$ cat src/rtl/seq_left_shifter_pkg.sv
// Shared types and constants for the multi-cycle logical left shifter.
// Stage amounts run from the largest weight down, one stage per clock.
package seq_left_shifter_pkg;

    localparam int WIDTH      = 32;
    localparam int SHAMT_W    = 5;
    localparam int NUM_STAGES = 5;

    localparam int STAGE_AMT_0 = 16;
    localparam int STAGE_AMT_1 = 8;
    localparam int STAGE_AMT_2 = 4;
    localparam int STAGE_AMT_3 = 2;
    localparam int STAGE_AMT_4 = 1;

    typedef enum logic [1:0] {
        ST_IDLE = 2'd0,
        ST_BUSY = 2'd1,
        ST_DONE = 2'd2
    } state_t;

    function automatic int stage_amt(input int k);
        case (k)
            0:       return STAGE_AMT_0;
            1:       return STAGE_AMT_1;
            2:       return STAGE_AMT_2;
            3:       return STAGE_AMT_3;
            default: return STAGE_AMT_4;
        endcase
    endfunction

endpackage

$ cat src/rtl/seq_left_shifter_lsl_stage.sv
// One constant-amount left-shift stage: zero-filled shift by N plus the OR
// of the N bits that fall off the top.
module lsl_stage
    import seq_left_shifter_pkg::*;
#(
    parameter int N = 1
) (
    input  logic [WIDTH-1:0] din,
    output logic [WIDTH-1:0] dout,
    output logic             spill
);

    assign dout  = din << N;
    assign spill = |din[WIDTH-1 -: N];

endmodule

$ cat src/rtl/seq_left_shifter.sv
// Multi-cycle 32-bit logical left shifter with start/ready handshake.
//
//   state   | meaning
//   --------+----------------------------------------------------------
//   IDLE    | waiting; outputs hold the last completed result
//   BUSY    | applying one binary-weighted stage (16,8,4,2,1) per clock
//   DONE    | one cycle with data_resultRDY high
module seq_left_shifter
    import seq_left_shifter_pkg::*;
(
    input  logic               clock,
    input  logic               reset,
    input  logic               ctrl_shift,
    input  logic [WIDTH-1:0]   data_operandA,
    input  logic [SHAMT_W-1:0] ctrl_shamt,
    output logic [WIDTH-1:0]   data_result,
    output logic               data_shiftout,
    output logic               data_resultRDY
);

    state_t             state;
    logic [WIDTH-1:0]   work;
    logic [SHAMT_W-1:0] amount;
    logic [2:0]         count;
    logic               acc;

    logic [WIDTH-1:0]   stage_out   [NUM_STAGES];
    logic               stage_spill [NUM_STAGES];
    logic [WIDTH-1:0]   work_next;
    logic               acc_next;

    for (genvar g = 0; g < NUM_STAGES; g++) begin : g_stage
        lsl_stage #(.N(stage_amt(g))) u_stage (
            .din   (work),
            .dout  (stage_out[g]),
            .spill (stage_spill[g])
        );
    end

    // Stage k is enabled by shamt bit (4-k); the counter picks which copy.
    always_comb begin
        work_next = work;
        acc_next  = acc;
        if (state == ST_BUSY) begin
            for (int k = 0; k < NUM_STAGES; k++) begin
                if (count == 3'(k) && amount[SHAMT_W-1-k]) begin
                    work_next = stage_out[k];
                    acc_next  = acc | stage_spill[k];
                end
            end
        end
    end

    always_ff @(posedge clock or posedge reset) begin
        if (reset) begin
            state          <= ST_IDLE;
            work           <= '0;
            amount         <= '0;
            count          <= '0;
            acc            <= 1'b0;
            data_result    <= '0;
            data_shiftout  <= 1'b0;
            data_resultRDY <= 1'b0;
        end else begin
            data_resultRDY <= 1'b0;
            if (ctrl_shift) begin
                // Restart from any state; an in-flight operation is dropped.
                state  <= ST_BUSY;
                work   <= data_operandA;
                amount <= ctrl_shamt;
                count  <= '0;
                acc    <= 1'b0;
            end else begin
                case (state)
                    ST_BUSY: begin
                        work  <= work_next;
                        acc   <= acc_next;
                        count <= count + 3'd1;
                        if (count == 3'(NUM_STAGES - 1)) begin
                            state          <= ST_DONE;
                            data_result    <= work_next;
                            data_shiftout  <= acc_next;
                            data_resultRDY <= 1'b1;
                        end
                    end
                    ST_DONE: state <= ST_IDLE;
                    default: state <= ST_IDLE;
                endcase
            end
        end
    end

endmodule
$ cat config.mk
export PLATFORM = sky130hd
export DESIGN_NAME = seq_left_shifter
export DESIGN_NICKNAME = d
export VERILOG_FILES = /design/src/rtl/seq_left_shifter_pkg.sv /design/src/rtl/seq_left_shifter_lsl_stage.sv /design/src/rtl/seq_left_shifter.sv
export SDC_FILE = /design/constraint.sdc
export NUM_CORES = 1
export LEC_CHECK = 0
export ABC_AREA = 0
export BUFFER_PORTS_ARGS = -buffer_cell sky130_fd_sc_hd__buf_4
export CORE_MARGIN = 2
export CORE_UTILIZATION = 60
export DETAILED_ROUTE_END_ITERATION = 7
export GPL_TIMING_DRIVEN = 0
export HOLD_SLACK_MARGIN = 0.02
export MAX_ROUTING_LAYER = met4
export PLACE_DENSITY = 0.86
export SLEW_MARGIN = 20
export SYNTH_ARGS = -nofsm -noshare
export SYNTH_HDL_FRONTEND = slang
export SYNTH_HIERARCHICAL = 1
export SYNTH_SLANG_ARGS = --single-unit
$ cat constraint.sdc
create_clock -name clock -period 7.1 [get_ports clock]
set_input_delay 1.065 -clock clock [delete_from_list [all_inputs] [get_ports clock]]
set_output_delay 1.065 -clock clock [all_outputs]
set_load 0.05 [all_outputs]
==> results of run 1 <==
[path summary, 6_finish.rpt]
| path | endpoint | slack [ns] | depth (start not counted) |
|---|---|---|---|
| hold / removal | data_result[11]$_DFFE_PP0P_ | 0.49 | 2 |
| hold reg to reg | data_result[11]$_DFFE_PP0P_ | 0.49 | 2 |
| min in group asynchronous | amount[3]$_DFFE_PP0P_ | 0.69 | 2 |
| max in group asynchronous | work[7]$_DFFE_PP0P_ | 5.83 | 3 |
| setup reg to reg | work[12]$_DFFE_PP0P_ | 4.72 | 8 |
| setup / recovery | work[12]$_DFFE_PP0P_ | 4.72 | 8 |
[sequential cells by signal, summed over array words and instances (netlist names)]
register,cells
data_result,32
work,32
amount,5
count,3
state,2
acc,1
data_resultRDY,1
data_shiftout,1
[synth_stat cells, types with 4 or more instances]
| cell type | count | area share [%] |
|---|---|---|
| dfrtp_1 | 77 | 33 |
| clkbuf_1 | 23 | 1.5 |
| conb_1 | 5 | 0.32 |
| nand2_1 | 39 | 2.5 |
| buf_4 | 166 | 21 |
| o21ai_1 | 65 | 5.6 |
| nand3_1 | 4 | 0.34 |
| a22oi_1 | 32 | 4.1 |
| nor4_1 | 6 | 0.64 |
| a21oi_1 | 33 | 2.8 |
| a221oi_1 | 32 | 4.8 |
| mux2_2 | 5 | 0.96 |
| a21o_1 | 33 | 4.2 |
| buf_6 | 4 | 0.77 |
| ha_1 | 5 | 1.1 |
| o32a_1 | 32 | 5.5 |
| buf_2 | 22 | 1.9 |
| o22ai_1 | 32 | 3.4 |
| nor2_1 | 38 | 2.4 |
[layout make-up]
cell class                      count  area (sq um)
Sequential cell                    77          1930
Clock inverter                      4          47.5
Timing Repair Buffer               73           568
Tap cell                          133           166
Buffer                            215          1490
Multi-Input combinational cell    407          2510
Fill cell                         833          2760
Inverter                            6          25.0
Clock buffer                       12           145
[stage by stage]
step / total power (uW) / hold slack (ns)
after floorplan: 2440 / 0.495
after global placement: 2940 / 0.470
after detailed placement: 3000 / 0.478
after CTS: 3350 / 0.496
after global routing: 3570 / 0.518
final: 3390 / 0.492
[cells in the final DEF (no fill, tap or decap), types with 2 or more instances in the layout]
| cell type | n |
|---|---|
| nor4_1 | 6 |
| buf_6 | 4 |
| a21oi_1 | 33 |
| o32a_1 | 32 |
| and3b_1 | 2 |
| o21ai_1 | 65 |
| a221oi_1 | 32 |
| nand4_1 | 2 |
| dfrtp_1 | 77 |
| or2_1 | 2 |
| a22oi_1 | 32 |
| clkinv_2 | 2 |
| mux2_2 | 5 |
| nand3_1 | 4 |
| clkbuf_1 | 25 |
| o22ai_1 | 32 |
| ha_1 | 5 |
| inv_1 | 2 |
| buf_2 | 22 |
| nor2_1 | 38 |
| conb_1 | 31 |
| a211oi_1 | 2 |
| inv_2 | 3 |
| a21o_1 | 33 |
| buf_4 | 238 |
| clkbuf_8 | 10 |
| nand2_1 | 39 |
| and3_1 | 2 |
[worst min-delay path, delay by kind of cell (launching register included)]
family / cells / cell delay, ns
AOI/OAI and AO/OA: 1 / 0.06
DFF: 1 / 0.35
and+or+nand+nor: 1 / 0.05
[power by group]
group	leakage [uW]	total, uW	internal (uW)	switching (uW)
clock	0.0000964	341	171	170
sequential	0.000960	923	620	303
combinational	0.00243	2130	1030	1100
total	0.00348	3390	1820	1570
[layer usage]
metal,vias to the layer above,part of all wire [%]
met5,-,0
met3,55,6.1
li1,2512,-
met1,2743,44
met4,0,4.1
met2,255,46
[kinds of logic (layout without fill, tap and decap cells)]
family | after synthesis | in the layout
adders and majority gates | 5 | 5
AOI/OAI and AO/OA | 263 | 263
muxes | 5 | 5
xor gates and xnor gates | 1 | 1
DFF | 77 | 77
other | 5 | 31
buffers and inverters | 221 | 310
and+or+nand+nor | 102 | 102
==> impl_metrics.toml, run 1 <==
[route]
routedWlPerCell_um = 19.3
via_per_inst = 6.00
drt_first_pass_iters = 5
drtIter0Drc = 453
wl_um = 17900
via_count = 5565
drc = 0
ant_nets = 0

[critical_path]
crit_type = "reg2reg"
crit_top_cell = "ha_1"
critPathBufInv = 2
start_kind = "flop"
critical_path_required_ns = 7.34
crit_path_end_kind = "flop"
cp_slowest_cell = "dfrtp_1"
critical_path.top_delay_family = "compound AO/OA/AOI/OAI gates"
worst-path-max-fanout = 10
cpPeakStageDelay_ns = 0.43
r2r_start = "count[0]$_DFFE_PP0P_"
cp_data_arrival_time_ns = 2.62
path_cells = "ha_1 > ha_1 > and2_1 > buf_2 > clkbuf_1 > a221oi_1 > o32a_1 > o21ai_1"
crit_start = "count[0]$_DFFE_PP0P_"

[sta]
finalCriticalPeriod_ns = 2.38
fin_ws_ns = 4.72
slew_headroom_pct = 51.2
finalCritPeriodShare_pct = 33.5
rsz0062_at_grt = "no"
worst_slew_pin_slew_ns = 0.732
tns_ns = 0
max_clock_freq_mhz = 420
fin_worst_skew_ns = 0.0118
hold_viol = 0
report.final.slew_viol_count = 0
setup-violations-final = 0

[yosys]
synth.area.mux_share_pct = 0.962
syn_inst = 679
synth_simple_gate_area_share_pct = 7.84
synth_seq_cells = 77
netlist_area_sq_mm = 0.00585
synth_compound_area_share_pct = 30.9
async_flop_share_pct = 100
synth.distinct_cells = 36
synth_enable_flop_cells = 0
synthAdderAreaFrac_pct = 1.07
synth_xor_area_share_pct = 0.150
yosys_warnings = 6
yosysSeqAreaShare_pct = 32.9
synth_ff_type = "dfrtp_1"
synth_top_family_by_area = "compound AO/OA/AOI/OAI gates"
syn_area_per_cell_sq_um = 8.62

[placed_design]
routabilityCongestion = 0.978
placed_cell_area_sq_mm = 0.00669
post-dp-hpwl_um = 12800
io_buffers = 72
dp_slack_ns = 4.62
numPlacedInstances = 911

[pwr]
power.leakage_uw = 0.00348
peakVddDrop_v = 0.000307
powerDensity_mw_per_mm2 = 493

[clocking]
h-tree-depth = 3
clk_pin_slew_worst_paths_ns = 0.08
clk_latency_ns = 0.37
hold_buffers = 0
cts_resized = 0
cts_sinks = 77
cts_buffers = 9
cts_max_path_buffers = 2
cts_setup_buffers = 0
cts_tree = "built"
root_buffer = "clkbuf_8"

[finish]
area_growth_pct = 17.5
num_antenna_cells = 0
fin_area_sq_mm = 0.00688
utilization_pct = 71.4
drive_gt1_share_pct = 36.6
layout.cells.non_filler = 927
nets = 834

[worst_hold_path]
hp-class = "reg2reg"
hold_path.startpoint = "data_result[11]$_DFFE_PP0P_"

[global_route]
use_met1_pct = 47.6
grt_pass1_wl_um = 28200
grt_max_degree = 47
grt_antenna_before_repair = 0
grtUsageMet3_pct = 4.47
grt_pass1_vias = 5353
top_usage_layer = "met2"
grtUsageTotal_pct = 36.3
grt-ovfl-total = 0
grt_use_met2_pct = 55.5

[floorplanning]
dieArea_sq_mm = 0.0106
core_region_area_sq_mm = 0.00964
die_w_um = 103
ios = 74
die_h_um = 103
rows = 36
start_util_pct = 60.7

[outcome]
status = "finished, final reports clean"

[flow_run]
drv_cap = 0
Note: power is estimated with default switching activity, not from simulation.
==> run 2: changes to the inputs <==
--- a/config.mk
+++ b/config.mk
@@ -8,12 +8,12 @@
 export ABC_AREA = 0
 export BUFFER_PORTS_ARGS = -buffer_cell sky130_fd_sc_hd__buf_4
 export CORE_MARGIN = 2
-export CORE_UTILIZATION = 60
+export CORE_UTILIZATION = 54
 export DETAILED_ROUTE_END_ITERATION = 7
 export GPL_TIMING_DRIVEN = 0
 export HOLD_SLACK_MARGIN = 0.02
 export MAX_ROUTING_LAYER = met4
-export PLACE_DENSITY = 0.86
+export PLACE_DENSITY = 0.82
 export SLEW_MARGIN = 20
 export SYNTH_ARGS = -nofsm -noshare
 export SYNTH_HDL_FRONTEND = slang
==> constraint.sdc (replaced) <==
create_clock -name clock -period 2.15 [get_ports clock]
set_input_delay 0.3225 -clock clock [delete_from_list [all_inputs] [get_ports clock]]
set_output_delay 0.3225 -clock clock [all_outputs]
set_load 0.05 [all_outputs]
==> run 2 against run 1 <==
Via count increased by 1.2%. Setup slack got worse by 4.6 ns. Sequential power increased to 3.3 times the previous value. Flip-flop and latch count unchanged. Combinational power increased to 3.4 times the previous value. Maximum frequency increased by 14%. Clock skew decreased by 0.00091 ns. Highest routed layer unchanged.
==> impl_metrics.toml, run 2 (synthesis results as in run 1) <==
[route]
drtIter0Drc = 509
drc = 0
drt_first_pass_iters = 5
ant_nets = 0
wl_um = 18400
via_per_inst = 6.01
via_count = 5629
routedWlPerCell_um = 19.6

[pwr]
peakVddDrop_v = 0.000821
power.leakage_uw = 0.00357
total_power_uw = 11600
power.sequential.fraction_pct = 26.5
power_frac_clock_pct = 11.2
p_switching_uw = 5320
internal-power_uw = 6250
powerDensity_mw_per_mm2 = 1620
p_comb_share_pct = 62.3
p_sw_share_pct = 45.9

[critical_path]
crit_type = "reg2reg"
crit_start = "count[0]$_DFFE_PP0P_"
critPathBufInv = 1
cp_data_arrival_time_ns = 2.32
worst-path-max-fanout = 10
cp_slowest_cell = "dfrtp_1"
r2r_start = "count[0]$_DFFE_PP0P_"
start_kind = "flop"
critical_path_required_ns = 2.39
critical_path.top_delay_family = "compound AO/OA/AOI/OAI gates"
path_cells = "ha_1 > ha_1 > and2_2 > buf_6 > a221oi_1 > o32a_1 > o21ai_1"
crit_path_end_kind = "flop"
cpPeakStageDelay_ns = 0.43
cp_num_cells = 7
worstRegToRegCells = 7
crit_top_cell = "ha_1"

[floorplanning]
ios = 74
core_region_area_sq_mm = 0.0107
rows = 38
die_h_um = 108
start_util_pct = 54.7
die_w_um = 108
dieArea_sq_mm = 0.0117

[finish]
final_cell_mix = "239 x buf_4, 77 x dfrtp_1, 65 x o21ai_1, 39 x nand2_1, 38 x nor2_1"
fin_area_sq_mm = 0.00713
area_growth_pct = 21.7
regArea_sq_mm = 0.00193
utilization_pct = 66.6
fillers = 927
largestRegisters = "data_result: 32 flops, work: 32 flops, amount: 5 flops"
nets = 837
num_antenna_cells = 0
final_common_cell = "buf_4"
drive_gt1_share_pct = 40.0
multi_input_area_sq_mm = 0.00262

[worst_hold_path]
hold_depth = 2
hp-class = "in2reg"
hold_path.startpoint = "ctrl_shamt[2]"

[clocking]
cts_buffers = 9
cts_sinks = 77
cts_tree = "built"
clk_latency_ns = 0.38
clk_pin_slew_worst_paths_ns = 0.08
root_buffer = "clkbuf_8"
cts_max_path_buffers = 2
h-tree-depth = 3

[sta]
fin_ws_ns = 0.0701
fin_worst_skew_ns = 0.0109
max_clock_freq_mhz = 481
report.final.slew_viol_count = 0
finalCritPeriodShare_pct = 96.7
finalCriticalPeriod_ns = 2.08
hold_viol = 0
worst_slew_pin_slew_ns = 0.722
whs_ns = 0.173
slew_headroom_pct = 51.9
setup-violations-final = 0

[global_route]
grt_pass1_vias = 5501
grt_pass1_wl_um = 28400
grtUsageTotal_pct = 32.8
grt_antenna_before_repair = 0
grt-ovfl-total = 0
grt_max_degree = 36

[outcome]
status = "finished, final reports clean"

[placed_design]
placed_cell_area_sq_mm = 0.00671
routabilityCongestion = 1.01
post-dp-hpwl_um = 12800
io_buffers = 72
dp_slack_ns = -0.123

[flow_run]
drv_cap = 0
-- run 2: cell types whose count changed in the layout (fill, tap and decap cells not counted), moves of 3 or more --
cell | previous run | this run
buf_2 | 22 | 19
clkbuf_1 | 25 | 17
a221oi_2 | 0 | 13
buf_6 | 4 | 11
a221oi_1 | 32 | 19
-- run 2: routing by layer --
layer	global-route usage (%)	part of all wire, %	up-vias
li1	-	-	2528
met4	16.5	3.6	0
met3	4.82	7.6	70
met5	-	0	-
met1	41.9	41	2725
met2	50.8	47	306
-- run 2: final cells by class --
cell class / count / share of cell area [%]
plain buffers: 214 / 21.6
clock buffers: 11 / 2.12
clock inverters: 5 / 1.16
inverters: 6 / 0.369
multi-input cells: 407 / 36.8
flip-flops and latches: 77 / 27.0
well taps: 140 / 2.46
repair buffers: 77 / 8.50
-- run 2: what timing repair did --
action,4_1_cts,5_1_grt
buffers inserted,2,0
resized for setup,12,36
pin swaps,6,12
cloned,0,0
endpoints found under the setup margin,60,60
endpoints found under the hold margin,7,0
hold buffers,1,0
-- run 2: through the flow --
| stage | instances | setup TNS, ns |
|---|---|---|
| floorplan | 705 | 0 |
| global placement | 917 | -0.793 |
| detailed placement | 919 | -3.53 |
| CTS | 938 | 0 |
| global route | 937 | -0.00115 |
| finish | 937 | 0 |
-- run 2: power by group through the flow --
stage,combinational [uW],clock [uW],sequential [uW]
2_1_floorplan,4530,0,3530
3_3_place_gp,6670,0,3010
3_5_place_dp,6860,0,3030
4_1_cts,6940,1300,3010
5_1_grt,7650,1360,3110
6_report,7210,1300,3060
-- run 2: path summary, 6_finish.rpt --
path	to	slack, ns
setup / recovery	work[13]$_DFFE_PP0P_	0.07
min in group asynchronous	count[2]$_DFFE_PP0P_	0.44
setup reg to reg	work[13]$_DFFE_PP0P_	0.07
hold / removal	amount[2]$_DFFE_PP0P_	0.17
hold reg to reg	data_result[17]$_DFFE_PP0P_	0.49
max in group asynchronous	data_result[7]$_DFFE_PP0P_	1.25
==> run 3: changes to the inputs <==
--- a/config.mk
+++ b/config.mk
@@ -7,7 +7,7 @@
 export LEC_CHECK = 0
 export ABC_AREA = 0
 export BUFFER_PORTS_ARGS = -buffer_cell sky130_fd_sc_hd__buf_4
-export CORE_MARGIN = 2
+export CORE_MARGIN = 3
 export CORE_UTILIZATION = 54
 export DETAILED_ROUTE_END_ITERATION = 7
 export GPL_TIMING_DRIVEN = 0
==> run 3 against run 2 <==
Die area up 3.7%. Sequential share of layout area up 0.18 points. Utilization up 1.4 points. Maximum frequency up 0.86%. Routed wire length down 2.9%. Highest routed layer unchanged. Largest cell class unchanged. Clock-buffer cell count unchanged.
==> impl_metrics.toml, run 3 (synthesis results as in run 1) <==
[critical_path]
crit_type = "reg2reg"
cpPeakStageDelay_ns = 0.40
cp_slowest_cell = "dfrtp_1"
cp_data_arrival_time_ns = 2.29
critical_path_required_ns = 2.37
crit_path_end_kind = "flop"
crit_top_cell = "buf_4"
start_kind = "flop"
path_cells = "buf_4 > ha_2 > and3b_1 > buf_2 > buf_4 > a21o_1 > a21oi_1 > o32a_1 > o21ai_1"
worst-path-max-fanout = 10

[finish]
drive_gt1_share_pct = 39.6
fin_area_sq_mm = 0.00708
num_antenna_cells = 0
final_common_cell = "buf_4"
largestRegisters = "data_result: 32 flops, work: 32 flops, amount: 5 flops"
nets = 836
fillers = 873
regArea_sq_mm = 0.00193
multi_input_area_sq_mm = 0.00259
layout.cells.non_filler = 932
area_growth_pct = 21.0
utilization_pct = 68.0
final_cell_mix = "244 x buf_4, 76 x dfrtp_1, 63 x o21ai_1, 38 x nand2_1, 38 x nor2_1"

[global_route]
top_usage_layer = "met2"
grt_antenna_before_repair = 0
grt_pass1_wl_um = 27500
grt_max_degree = 31
grt-ovfl-total = 0
grt_pass1_vias = 5310
grtUsageMet3_pct = 4.43
use_met1_pct = 39.9
grt_use_met2_pct = 47.7
grtUsageTotal_pct = 30.5

[clocking]
cts_max_path_buffers = 2
h-tree-depth = 3
clk_pin_slew_worst_paths_ns = 0.08
cts_tree = "built"
cts_buffers = 9
clk_latency_ns = 0.37
cts_sinks = 77
root_buffer = "clkbuf_8"

[outcome]
status = "finished, final reports clean"

[floorplanning]
start_util_pct = 56.2
die_h_um = 110
die_w_um = 110
rows = 37
ios = 74
dieArea_sq_mm = 0.0121
core_region_area_sq_mm = 0.0104

[placed_design]
io_buffers = 72
post-dp-hpwl_um = 12900
placed_cell_area_sq_mm = 0.00671
numPlacedInstances = 915
routabilityCongestion = 0.960

[sta]
worst_slew_pin_slew_ns = 0.709
finalCritPeriodShare_pct = 95.9
hold_viol = 0
setup-violations-final = 0
report.final.slew_viol_count = 0
max_clock_freq_mhz = 485
fin_worst_skew_ns = 0.0145
slew_headroom_pct = 52.7
finalCriticalPeriod_ns = 2.06

[route]
wl_um = 17800
drt_first_pass_iters = 5
ant_nets = 0
drc = 0
routedWlPerCell_um = 19.1
drtIter0Drc = 589
via_per_inst = 6.01
via_count = 5598

[pwr]
powerDensity_mw_per_mm2 = 1630
peakVddDrop_v = 0.000897
power.leakage_uw = 0.00356

[worst_hold_path]
hp-class = "in2reg"

[flow_run]
drv_cap = 0
## run 3: metrics by stage
stage / total power [uW] / setup TNS [ns] / setup WS (ns) / hold slack (ns)
6_report: 11600 / 0 / 0.0879 / 0.195
5_1_grt: 12100 / -0.0104 / -0.0104 / 0.185
4_1_cts: 11400 / -0.0000882 / -0.0000882 / 0.183
3_5_place_dp: 9920 / -4.44 / -0.152 / 0.363
3_3_place_gp: 9750 / -2.07 / -0.104 / 0.471
2_1_floorplan: 8060 / 0 / 0.234 / 0.474
## run 3: layout make-up
class                   count  share of cell area (%)
multi-input cells         407                    36.6
flip-flops and latches     77                    27.2
plain buffers             214                    21.4
repair buffers             76                    8.44
well taps                 136                    2.40
clock buffers              11                    2.00
clock inverters             5                    1.52
inverters                   6                   0.371
## run 3: where the power goes
part | switching [uW] | total [uW] | internal, uW
Clock | 561 | 1370 | 807
Sequential | 990 | 3040 | 2050
Combinational | 3700 | 7150 | 3450
Total | 5250 | 11600 | 6310
## run 3: metal layers
metal | vias up | share of wire [%] | wire length [um]
met2 | 298 | 46 | 8190
met5 | - | 0 | 0
met1 | 2719 | 42 | 7530
met4 | 0 | 3.9 | 688
met3 | 57 | 8.0 | 1430
li1 | 2524 | - | -
## run 3: worst max-delay path: cells and delay by family, from the launching register on
family          cells  cell delay [ns]
compound gates      4             0.68
buf+inv             3             0.48
flops               1             0.40
fa+ha+maj           1             0.20
simple gates        1             0.16
## run 3: worst paths after layout
check	startpoint	endpoint	slack, ns	depth (start not counted)
worst max-delay path	count[0]$_DFFE_PP0P_	data_result[20]$_DFFE_PP0P_	0.09	9
worst min-delay path	ctrl_shamt[3]	amount[3]$_DFFE_PP0P_	0.20	2
worst max register to register	count[0]$_DFFE_PP0P_	data_result[20]$_DFFE_PP0P_	0.09	9
worst min register to register	data_result[16]$_DFFE_PP0P_	data_result[16]$_DFFE_PP0P_	0.49	2
max in group asynchronous	reset	work[9]$_DFFE_PP0P_	1.12	4
min in group asynchronous	reset	amount[4]$_DFFE_PP0P_	0.53	3
## run 3: timing repair
item	in CTS	in global routing
hold endpoints to repair	17	0
setup buffers	1	0
gates resized for setup	18	21
hold buffers	1	0
pin swaps	7	7
endpoints found under the setup margin	60	54
